`config.mk`:
```
export PLATFORM = sky130hd
export DESIGN_NAME = melody_tone_gen
export DESIGN_NICKNAME = d
export VERILOG_FILES = /design/src/rtl/melody_pkg.sv /design/src/rtl/melody_tone_gen_rom.sv /design/src/rtl/melody_tone_gen.sv
export SDC_FILE = /design/constraint.sdc
export NUM_CORES = 1
export LEC_CHECK = 0
export ABC_CLOCK_PERIOD_IN_PS = 2400
export BUFFER_PORTS_ARGS = -buffer_cell sky130_fd_sc_hd__clkbuf_2
export CAP_MARGIN = 20
export CORE_MARGIN = 10
export CORE_UTILIZATION = 60
export DETAILED_ROUTE_END_ITERATION = 8
export PLACE_DENSITY = 0.8
export SYNTH_ARGS = -nofsm -noshare
export SYNTH_HDL_FRONTEND = slang
export SYNTH_SLANG_ARGS = --single-unit
```
`constraint.sdc`:
```
create_clock -name clk -period 2.4 [get_ports clk]
set_input_delay 0.48 -clock clk [delete_from_list [all_inputs] [get_ports clk]]
set_output_delay 0.48 -clock clk [all_outputs]
set_load 0.005 [all_outputs]
```
`src/rtl/melody_pkg.sv`:
```
// melody_pkg: shared constants for the melody tone generator.
//   - one-hot note codes (DO..SI) and octave codes (LOW/MID/HIGH)
//   - mid-octave frequency table in integer Hz
//   - the 32-slot "Little Star" song table, word = {note[6:0], pitch[2:0]}
//   - tone-generator state type and a half-period helper
package melody_pkg;

    localparam logic [6:0] NOTE_REST = 7'b0000000;
    localparam logic [6:0] NOTE_DO   = 7'b0000001;
    localparam logic [6:0] NOTE_RE   = 7'b0000010;
    localparam logic [6:0] NOTE_MI   = 7'b0000100;
    localparam logic [6:0] NOTE_FA   = 7'b0001000;
    localparam logic [6:0] NOTE_SO   = 7'b0010000;
    localparam logic [6:0] NOTE_LA   = 7'b0100000;
    localparam logic [6:0] NOTE_SI   = 7'b1000000;

    localparam logic [2:0] PITCH_LOW  = 3'b001;
    localparam logic [2:0] PITCH_MID  = 3'b010;
    localparam logic [2:0] PITCH_HIGH = 3'b100;

    localparam int unsigned SONG_SLOTS = 32;

    // Index i matches note bit i (C, D, E, F, G, A, B).
    localparam int unsigned FREQ_MID_HZ [7] = '{262, 294, 330, 349, 392, 440, 494};

    localparam logic [9:0] W_C = {NOTE_DO, PITCH_MID};
    localparam logic [9:0] W_D = {NOTE_RE, PITCH_MID};
    localparam logic [9:0] W_E = {NOTE_MI, PITCH_MID};
    localparam logic [9:0] W_F = {NOTE_FA, PITCH_MID};
    localparam logic [9:0] W_G = {NOTE_SO, PITCH_MID};
    localparam logic [9:0] W_A = {NOTE_LA, PITCH_MID};
    localparam logic [9:0] W_R = 10'b0;

    localparam logic [9:0] SONG [SONG_SLOTS] = '{
        W_C, W_C, W_G, W_G, W_A, W_A, W_G, W_R,
        W_F, W_F, W_E, W_E, W_D, W_D, W_C, W_R,
        W_G, W_G, W_F, W_F, W_E, W_E, W_D, W_R,
        W_G, W_G, W_F, W_F, W_E, W_E, W_D, W_R
    };

    typedef enum logic {
        ST_SILENT = 1'b0,
        ST_SOUND  = 1'b1
    } tone_state_t;

    // Clocks per half period of a square wave at freq_hz, evaluated at elaboration.
    function automatic logic [31:0] half_of(input int unsigned clk_hz, input int unsigned freq_hz);
        return 32'(clk_hz / (2 * freq_hz));
    endfunction

endpackage

```
`src/rtl/melody_tone_gen_rom.sv`:
```
// melody_rom: combinational song lookup.
//   index [7:0] : melody slot
//   note  [6:0] : one-hot note, 0 = rest
//   pitch [2:0] : one-hot octave, 0 = rest
// Slots at or beyond ROM_DEPTH (or beyond the 32-entry table) read as rest.
module melody_rom
    import melody_pkg::*;
#(
    parameter int unsigned ROM_DEPTH = 32
) (
    input  logic [7:0] index,
    output logic [6:0] note,
    output logic [2:0] pitch
);

    logic [9:0] word;

    always_comb begin
        word = W_R;
        if ((32'(index) < ROM_DEPTH) && (index < 8'(SONG_SLOTS))) begin
            word = SONG[index[4:0]];
        end
    end

    assign note  = word[9:3];
    assign pitch = word[2:0];

endmodule

```
`src/rtl/melody_tone_gen.sv`:
```
// melody_tone_gen: song ROM plus square-wave tone generator.
//   clk       : system clock
//   rst_n     : asynchronous active-low reset
//   index     : melody slot to play
//   stop      : 1 = silence (gap between notes)
//   note      : ROM note field (combinational from index)
//   pitch     : ROM octave field (combinational from index)
//   speaker   : square-wave audio
//   sel       : audio path select
//   mark_led  : 1 while a tone is sounding
// Build option SEL_AUTO_MUTE_EN: sel follows the sounding state so the
// amplifier is off during gaps, rests and reset; otherwise sel is tied high.
//
// state     | meaning
// ST_SILENT | stop, rest or invalid word; speaker and counter held at 0
// ST_SOUND  | tone running; counter wraps at HALF-1 and toggles speaker
module melody_tone_gen
    import melody_pkg::*;
#(
    parameter int unsigned CLK_FREQ_HZ = 100_000_000,
    parameter int unsigned ROM_DEPTH   = 32
) (
    input  logic       clk,
    input  logic       rst_n,
    input  logic [7:0] index,
    input  logic       stop,
    output logic [6:0] note,
    output logic [2:0] pitch,
    output logic       speaker,
    output logic       sel,
    output logic       mark_led
);

    localparam logic [31:0] HALF_MID [7] = '{
        half_of(CLK_FREQ_HZ, FREQ_MID_HZ[0]),
        half_of(CLK_FREQ_HZ, FREQ_MID_HZ[1]),
        half_of(CLK_FREQ_HZ, FREQ_MID_HZ[2]),
        half_of(CLK_FREQ_HZ, FREQ_MID_HZ[3]),
        half_of(CLK_FREQ_HZ, FREQ_MID_HZ[4]),
        half_of(CLK_FREQ_HZ, FREQ_MID_HZ[5]),
        half_of(CLK_FREQ_HZ, FREQ_MID_HZ[6])
    };

    tone_state_t state_q, state_nx;
    logic [31:0] cnt_q, cnt_nx;
    logic        spk_q, spk_nx;
    logic [9:0]  tone_q;
    logic [9:0]  tone_word;
    logic [31:0] half_mid;
    logic [31:0] half;
    logic        silent;

    melody_rom #(
        .ROM_DEPTH (ROM_DEPTH)
    ) u_rom (
        .index (index),
        .note  (note),
        .pitch (pitch)
    );

    assign tone_word = {note, pitch};
    assign silent    = stop || !$onehot(note) || !$onehot(pitch);

    always_comb begin
        half_mid = HALF_MID[0];
        for (int i = 0; i < 7; i++) begin
            if (note[i]) begin
                half_mid = HALF_MID[i];
            end
        end
    end

    always_comb begin
        half = half_mid;
        if (pitch == PITCH_LOW) begin
            half = half_mid << 1;
        end else if (pitch == PITCH_HIGH) begin
            half = half_mid >> 1;
        end
    end

    always_ff @(posedge clk or negedge rst_n) begin
        if (!rst_n) begin
            state_q <= ST_SILENT;
            cnt_q   <= '0;
            spk_q   <= 1'b0;
            tone_q  <= '0;
        end else begin
            state_q <= state_nx;
            cnt_q   <= cnt_nx;
            spk_q   <= spk_nx;
            tone_q  <= tone_word;
        end
    end

    // A tone change only restarts the phase when a tone was already running;
    // coming out of silence the counter is already 0 and counts straight away,
    // which puts the first rising edge HALF cycles after sounding begins.
    always_comb begin
        state_nx = state_q;
        cnt_nx   = cnt_q;
        spk_nx   = spk_q;
        if (silent) begin
            state_nx = ST_SILENT;
            cnt_nx   = '0;
            spk_nx   = 1'b0;
        end else if ((state_q == ST_SOUND) && (tone_word != tone_q)) begin
            cnt_nx = '0;
            spk_nx = 1'b0;
        end else begin
            state_nx = ST_SOUND;
            if (cnt_q == half - 32'd1) begin
                cnt_nx = '0;
                spk_nx = ~spk_q;
            end else begin
                cnt_nx = cnt_q + 32'd1;
            end
        end
    end

    assign speaker  = spk_q;
    assign mark_led = (state_q == ST_SOUND);

`ifdef SEL_AUTO_MUTE_EN
    assign sel = (state_q == ST_SOUND);
`else
    assign sel = 1'b1;
`endif

endmodule

```
==> results of run 1 <==
==> worst register-to-register path: stages (launching register included) <==
cell                        delay (ns)
sky130_fd_sc_hd__dfrtp_1          0.38
sky130_fd_sc_hd__nor4_1           0.34
sky130_fd_sc_hd__o2111a_1         0.27
sky130_fd_sc_hd__o2111ai_1        0.11
sky130_fd_sc_hd__or4_1            0.50
sky130_fd_sc_hd__nor4_1           0.34
sky130_fd_sc_hd__mux2_4           0.34
==> logic make-up (layout without fill, tap and decap cells) <==
kind of cell	Yosys count	after routing	share of synthesized area, %
muxes	6	6	2.116
and+or+nand+nor	146	146	29.67
buffers and inverters	39	116	7.109
AOI/OAI and AO/OA	40	40	10.71
adders and majority gates	6	6	3.301
DFF	41	41	34.70
xor gates and xnor gates	41	41	12.15
other	2	4	0.2540
==> path summary, 6_finish.rpt <==
path | startpoint | endpoint | slack (ns) | cells after the start
worst max-delay path | index[6] | cnt_q[13] | -1.37 | 14
worst min-delay path | rst_n | cnt_q[29] | 0.11 | 1
worst max register to register | cnt_q[25] | speaker | 0.02 | 6
worst min register to register | cnt_q[0] | cnt_q[0] | 0.57 | 1
max in group asynchronous | rst_n | tone_q[8] | 1.61 | 2
min in group clk | cnt_q[0] | cnt_q[0] | 0.57 | 1
==> cell type report <==
class                           instances  area share, %
Sequential cell                        41          26.84
Timing Repair Buffer                   90          18.72
Clock inverter                          1         0.1309
Clock buffer                            7          2.520
Inverter                               18          1.899
Tap cell                               67          2.193
Multi-Input combinational cell        243          47.69
==> registers in the layout, summed over array words and instances, names as in the netlist <==
name / flops
speaker: 1
cnt_q: 32
mark_led: 1
tone_q: 7
==> power breakdown <==
group | total, mW | switching [mW] | internal, mW
Combinational | 0.192 | 0.101 | 0.0911
Sequential | 0.693 | 0.00104 | 0.692
Clock | 0.498 | 0.237 | 0.260
Total | 1.38 | 0.339 | 1.04
==> cell usage in the layout, fill, tap and decap left out, types with 2 or more instances in the layout <==
cell type / instances
sky130_fd_sc_hd__nor4_1: 7
sky130_fd_sc_hd__or3_4: 2
sky130_fd_sc_hd__xor2_1: 19
sky130_fd_sc_hd__buf_12: 2
sky130_fd_sc_hd__o2111ai_1: 4
sky130_fd_sc_hd__nand2b_1: 2
sky130_fd_sc_hd__fa_1: 3
sky130_fd_sc_hd__and3_1: 6
sky130_fd_sc_hd__nor2b_1: 10
sky130_fd_sc_hd__nor2_1: 17
sky130_fd_sc_hd__mux2_4: 2
sky130_fd_sc_hd__nor4_4: 3
sky130_fd_sc_hd__a31oi_1: 4
sky130_fd_sc_hd__xnor2_1: 21
sky130_fd_sc_hd__and4_1: 3
sky130_fd_sc_hd__clkbuf_8: 7
sky130_fd_sc_hd__a211o_1: 3
sky130_fd_sc_hd__conb_1: 4
sky130_fd_sc_hd__a211oi_1: 2
sky130_fd_sc_hd__or4_1: 2
sky130_fd_sc_hd__nor3_1: 27
sky130_fd_sc_hd__ha_1: 2
sky130_fd_sc_hd__inv_1: 16
sky130_fd_sc_hd__a21oi_1: 7
sky130_fd_sc_hd__dfrtp_1: 41
sky130_fd_sc_hd__nand3_1: 16
sky130_fd_sc_hd__nand2_1: 12
sky130_fd_sc_hd__nor3_2: 15
sky130_fd_sc_hd__a2bb2oi_1: 2
sky130_fd_sc_hd__buf_6: 14
sky130_fd_sc_hd__or3_1: 2
sky130_fd_sc_hd__and3b_1: 2
sky130_fd_sc_hd__o2111a_1: 2
sky130_fd_sc_hd__o31ai_1: 3
sky130_fd_sc_hd__o21ai_0: 4
sky130_fd_sc_hd__mux2i_1: 4
sky130_fd_sc_hd__buf_4: 59
sky130_fd_sc_hd__nand4_1: 8
sky130_fd_sc_hd__clkbuf_2: 15
==> layer usage <==
metal | track usage [%] | up-vias | part of all wire, %
met1 | 23.41 | 1372 | 39
met2 | 37.17 | 131 | 50
met5 | 0 | - | 0
met4 | 10.34 | 0 | 4.3
met3 | 4.239 | 43 | 7.0
li1 | - | 1297 | -
==> what timing repair did <==
item,CTS,global route
endpoints found under the setup margin,36,37
gates resized for setup,17,17
hold buffers,0,0
pin swaps,1,2
buffers inserted,3,0
==> impl_metrics.yaml, run 1 <==
status:
  violated_checks: "setup timing"
  run_status: "complete, but fails checks"
floorplan:
  core_area_sq_um: 4755
  rows: 25
  fp.dieArea_sq_um: 8135
  top_level_ports: 24
  starting_density_pct: 62.18
  chipHeight_microns: 90.20
  die_width_microns: 90.20
final_layout:
  multi_input_comb_area_sq_um: 1823
  number_of_standard_cells_in_the_layout_taps_in_and_fillers_out: 467
  flow.area_growth_from_synthesis_pct: 29.28
  final_util_pct: 80.39
  fin_area_sq_um: 3822
  drive_above_1_share_pct: 34.00
  n_fill_cell: 292
  diodes: 0
  finish.net_count: 416
  sequential_cell_area_sq_um: 1026
logic_synthesis:
  synthesis.instances: 321
  synth.yosys.warnings: 0
  synth_area_leaders: "sky130_fd_sc_hd__dfrtp_1, sky130_fd_sc_hd__xnor2_1, sky130_fd_sc_hd__xor2_1, sky130_fd_sc_hd__nor3_1, sky130_fd_sc_hd__nand3_1"
  syn_area_sq_um: 2957
  synth.ff_latch_count: 41
  synth_edf_count: 0
  sequential_share_of_the_synthesized_area_pct: 34.70
  synth.largest_area_cell: "sky130_fd_sc_hd__dfrtp_1"
  syn-mean-instance-area_sq_um: 9.211
  asyncSetResetFlopFracSynth_pct: 100.0
  synthFlopType: "sky130_fd_sc_hd__dfrtp_1"
  synth.distinct_cells: 56
  synth_top_cell_area_share_pct: 34.70
  synth_commonest_cells: "sky130_fd_sc_hd__dfrtp_1, sky130_fd_sc_hd__nor3_1, sky130_fd_sc_hd__xnor2_1"
  synth.most_common_cell: "sky130_fd_sc_hd__dfrtp_1"
timing:
  timing.final.crit_share_pct: 157.2
  post-route-min-period_ns: 3.774
  fin_worst_skew_ns: 0.005479
  rsz0062_at_grt: "yes"
  final-setup-viol-count: 35
  final_critical_path_setup_slack_ns: -1.374
  hold_slack_ns: 0.1131
  finalHoldViolations: 0
  fmax_ghz: 0.2650
  totalNegativeSetupSlack_ns: -44.84
  final_max_slew_viol_count: 0
global_routing:
  antenna_found_initial: 0
  grtUsageTotal_pct: 21.01
  grt_max_degree: 33
  number_of_global_route_vias_before_repair: 2995
  global_route_wire_length_before_repair_mm: 14.39
  grt_overflow: 0
setup_path:
  cp_most_frequent_cell: "sky130_fd_sc_hd__fa_1"
  critPathArrivalTime_ns: 3.97
  worst_path_dominant_cell_family: "adder cells"
  crit_fanout: 32
  required_ns: 2.60
  crit_chain: "buf_6, or3_4, nor4_4, inv_1, fa_1, fa_1, inv_1, ha_2, fa_1, nor4_4, nand4_1, a2bb2oi_2, buf_12, nor3_1"
  critical_path.slowest_cell: "sky130_fd_sc_hd__fa_1"
  criticalPathCategory: "in -> reg"
  setup.worst_path.end_class: "flip-flop"
  cp-start-kind: "primary input"
  slowest_delay_ns: 0.49
  critical_path_buf_inv_count: 4
place:
  place_worst_setup_slack_ns: -1.726
  gp_congestion: 0.9434
  cell_area_after_placement_sq_um: 3555
  io_buffers: 19
  dpl.cell_count: 456
  post-dp-hpwl_mm: 6.064
min_path:
  worstHoldPathType: "in -> async"
clock_tree:
  numCtsBuffers: 5
  clock-sinks: 41
  cts_tree: "yes"
  clock_slew_seen_by_the_registers_of_the_worst_setup_and_hold_paths_ns: 0.08
  cts-root-to-sink-buffers: 2
  ctsRootBufferMaster: "sky130_fd_sc_hd__clkbuf_8"
  cts_max_level: 2
  insertion_delay_ns: 0.29
route:
  post_drt_via_cell_ratio: 6.088
  drtIter0Drc: 270
  routed_wire_length_mm: 8.605
  post-route-drc-count: 0
  detailroute.via_count: 2843
  drtPass1Iterations: 5
  routed_wire_length_per_instance_microns: 18.43
  antenna_violating_nets_post_route: 0
job:
  cap_violations: 0
power_and_ir_drop:
  power.density_nw_per_um2: 361.8
  vdd_drop_max_mv: 0.3605
  totalPowerFinal_mw: 1.383
  leakage_power_nw: 1.680
Note: power is estimated with default switching activity, not from simulation.
==> run 2: changes to the inputs <==
Settings changed: CELL_PAD_IN_SITES_DETAIL_PLACEMENT set to 1, CELL_PAD_IN_SITES_GLOBAL_PLACEMENT set to 2, CORE_UTILIZATION 60 to 38, PLACE_DENSITY 0.8 to not set, PLACE_DENSITY_LB_ADDON set to 0.1.
==> impl_metrics.yaml, run 2 (synthesis gave the netlist of run 1 again) <==
global_routing:
  grt_overflow: 0
  global_route_wire_length_before_repair_mm: 14.73
  grt_max_degree: 33
  antenna_found_initial: 0
  grtUsageTotal_pct: 15.78
  number_of_global_route_vias_before_repair: 2873
setup_path:
  crit_chain: "buf_6, or3_4, a211o_1, fa_1, fa_1, inv_1, ha_2, fa_1, nor4_4, nand4_1, a2bb2oi_2, buf_12, nor3b_1"
  r2r_setup_slack_ns: 0
  worst_path_dominant_cell_family: "adder cells"
  critical_path_buf_inv_count: 3
  crit-reg2reg-launch: "cnt_q[25]"
  cp-start-kind: "primary input"
  rr_worst_depth: 6
  critical_path.slowest_cell: "sky130_fd_sc_hd__fa_1"
  setup.worst_path.end_class: "flip-flop"
  criticalPathCategory: "in -> reg"
  required_ns: 2.61
  slowest_delay_ns: 0.49
  cp_most_frequent_cell: "sky130_fd_sc_hd__fa_1"
  crit-reg2reg-capture: "speaker"
  crit_fanout: 32
  critPathArrivalTime_ns: 3.92
clock_tree:
  cts_max_level: 2
  cts_hold_buf: 0
  ctsRootBufferMaster: "sky130_fd_sc_hd__clkbuf_8"
  clock_slew_seen_by_the_registers_of_the_worst_setup_and_hold_paths_ns: 0.08
  clock-sinks: 41
  numCtsBuffers: 5
  insertion_delay_ns: 0.30
  cts_tree: "yes"
  cts-root-to-sink-buffers: 2
place:
  gp_congestion: 0.8237
  cell_area_after_placement_sq_um: 3666
  post-dp-hpwl_mm: 7.053
  io_buffers: 19
timing:
  max_slew_margin_pct: 61.07
  post-route-min-period_ns: 3.705
  rsz0062_at_grt: "yes"
  finalHoldViolations: 0
  final-setup-viol-count: 35
  final_max_slew_viol_count: 0
  fin_worst_skew_ns: 0.01240
  fmax_ghz: 0.2699
  worst_pin_slew_ns: 0.5840
  timing.final.crit_share_pct: 154.4
  final_critical_path_setup_slack_ns: -1.305
floorplan:
  core_area_sq_um: 7647
  rows: 32
  fp.dieArea_sq_um: 11710
  top_level_ports: 24
  starting_density_pct: 38.66
  die_width_microns: 108.2
  chipHeight_microns: 108.2
final_layout:
  flow.area_growth_from_synthesis_pct: 31.61
  most_common_cell_after_layout_fill_and_taps_aside: "sky130_fd_sc_hd__buf_4"
  register_name_with_the_most_flops: "cnt_q"
  diodes: 0
  drive_above_1_share_pct: 34.80
  fin_area_sq_um: 3891
  commonest_cells_after_routing_fill_and_taps_aside: "sky130_fd_sc_hd__buf_4, sky130_fd_sc_hd__dfrtp_1, sky130_fd_sc_hd__nor3_1"
  reg_top3: "cnt_q (32), tone_q (7)"
  number_of_flip_flops_in_the_largest_register: 32
  finish.net_count: 424
  final_util_pct: 50.88
power_and_ir_drop:
  leakage_power_nw: 1.702
  vdd_drop_max_mv: 0.2886
  totalPowerFinal_mw: 1.373
  power.density_nw_per_um2: 352.9
route:
  post-route-drc-count: 0
  drtIter0Drc: 94
  drtPass1Iterations: 4
  antenna_violating_nets_post_route: 0
  detailroute.via_count: 2742
  post_drt_via_cell_ratio: 5.376
  routed_wire_length_per_instance_microns: 17.65
  routed_wire_length_mm: 9.000
job:
  cap_violations: 0
status:
  run_status: "complete, but fails checks"
  violated_checks: "setup timing"
min_path:
  worstHoldPathType: "in -> async"
[run 2: worst max path at each step]
stage	from	endpoint	slack, ns	cells after the start
finish	index[1]	cnt_q[1]	-1.31	13
global route	index[1]	cnt_q[1]	-1.44	13
CTS	index[1]	cnt_q[1]	-1.32	13
detailed placement	index[6]	cnt_q[13]	-1.68	13
global placement	index[6]	cnt_q[1]	-1.58	13
floorplan	index[6]	cnt_q[10]	-1.67	14
[run 2: per-stage QoR]
stage	hold slack, ns	instances	TNS [ns]	setup WS, ns
global route	0.2011	510	-47.51	-1.439
finish	0.1604	510	-42.76	-1.305
global placement	0.5063	500	-52.85	-1.580
detailed placement	0.5043	500	-55.21	-1.678
floorplan	0.1844	323	-55.29	-1.666
CTS	0.1741	509	-43.78	-1.322
[run 2: what timing repair did]
| item | CTS | global route |
|---|---|---|
| resized for setup | 11 | 17 |
| setup endpoints to repair | 36 | 35 |
| buffers inserted | 1 | 2 |
| pin swaps | 2 | 2 |
| cloned | 0 | 0 |
[run 2: cell type report]
class	count	area [sq um]
fillers	902	3756
multi-input cells	243	1808
flip-flops and latches	41	1026
repair buffers	98	764.5
well taps	102	127.6
clock buffers	6	82.58
inverters	18	68.82
clock inverters	2	13.76
[run 2: power by group]
part / leakage [nW] / internal, mW / switching, mW
combinational: 1.08 / 0.0883 / 0.0955
clock: 0.0512 / 0.234 / 0.262
sequential: 0.572 / 0.692 / 0.00102
total: 1.70 / 1.01 / 0.359
[run 2: routing by layer]
metal / vias to the layer above / share of wire [%] / global-route usage [%]
li1: 1313 / - / -
met1: 1390 / 42 / 18.70
met2: 35 / 54 / 29.05
met3: 4 / 3.4 / 2.499
met4: 0 / 0.61 / 3.435
met5: - / 0 / 0
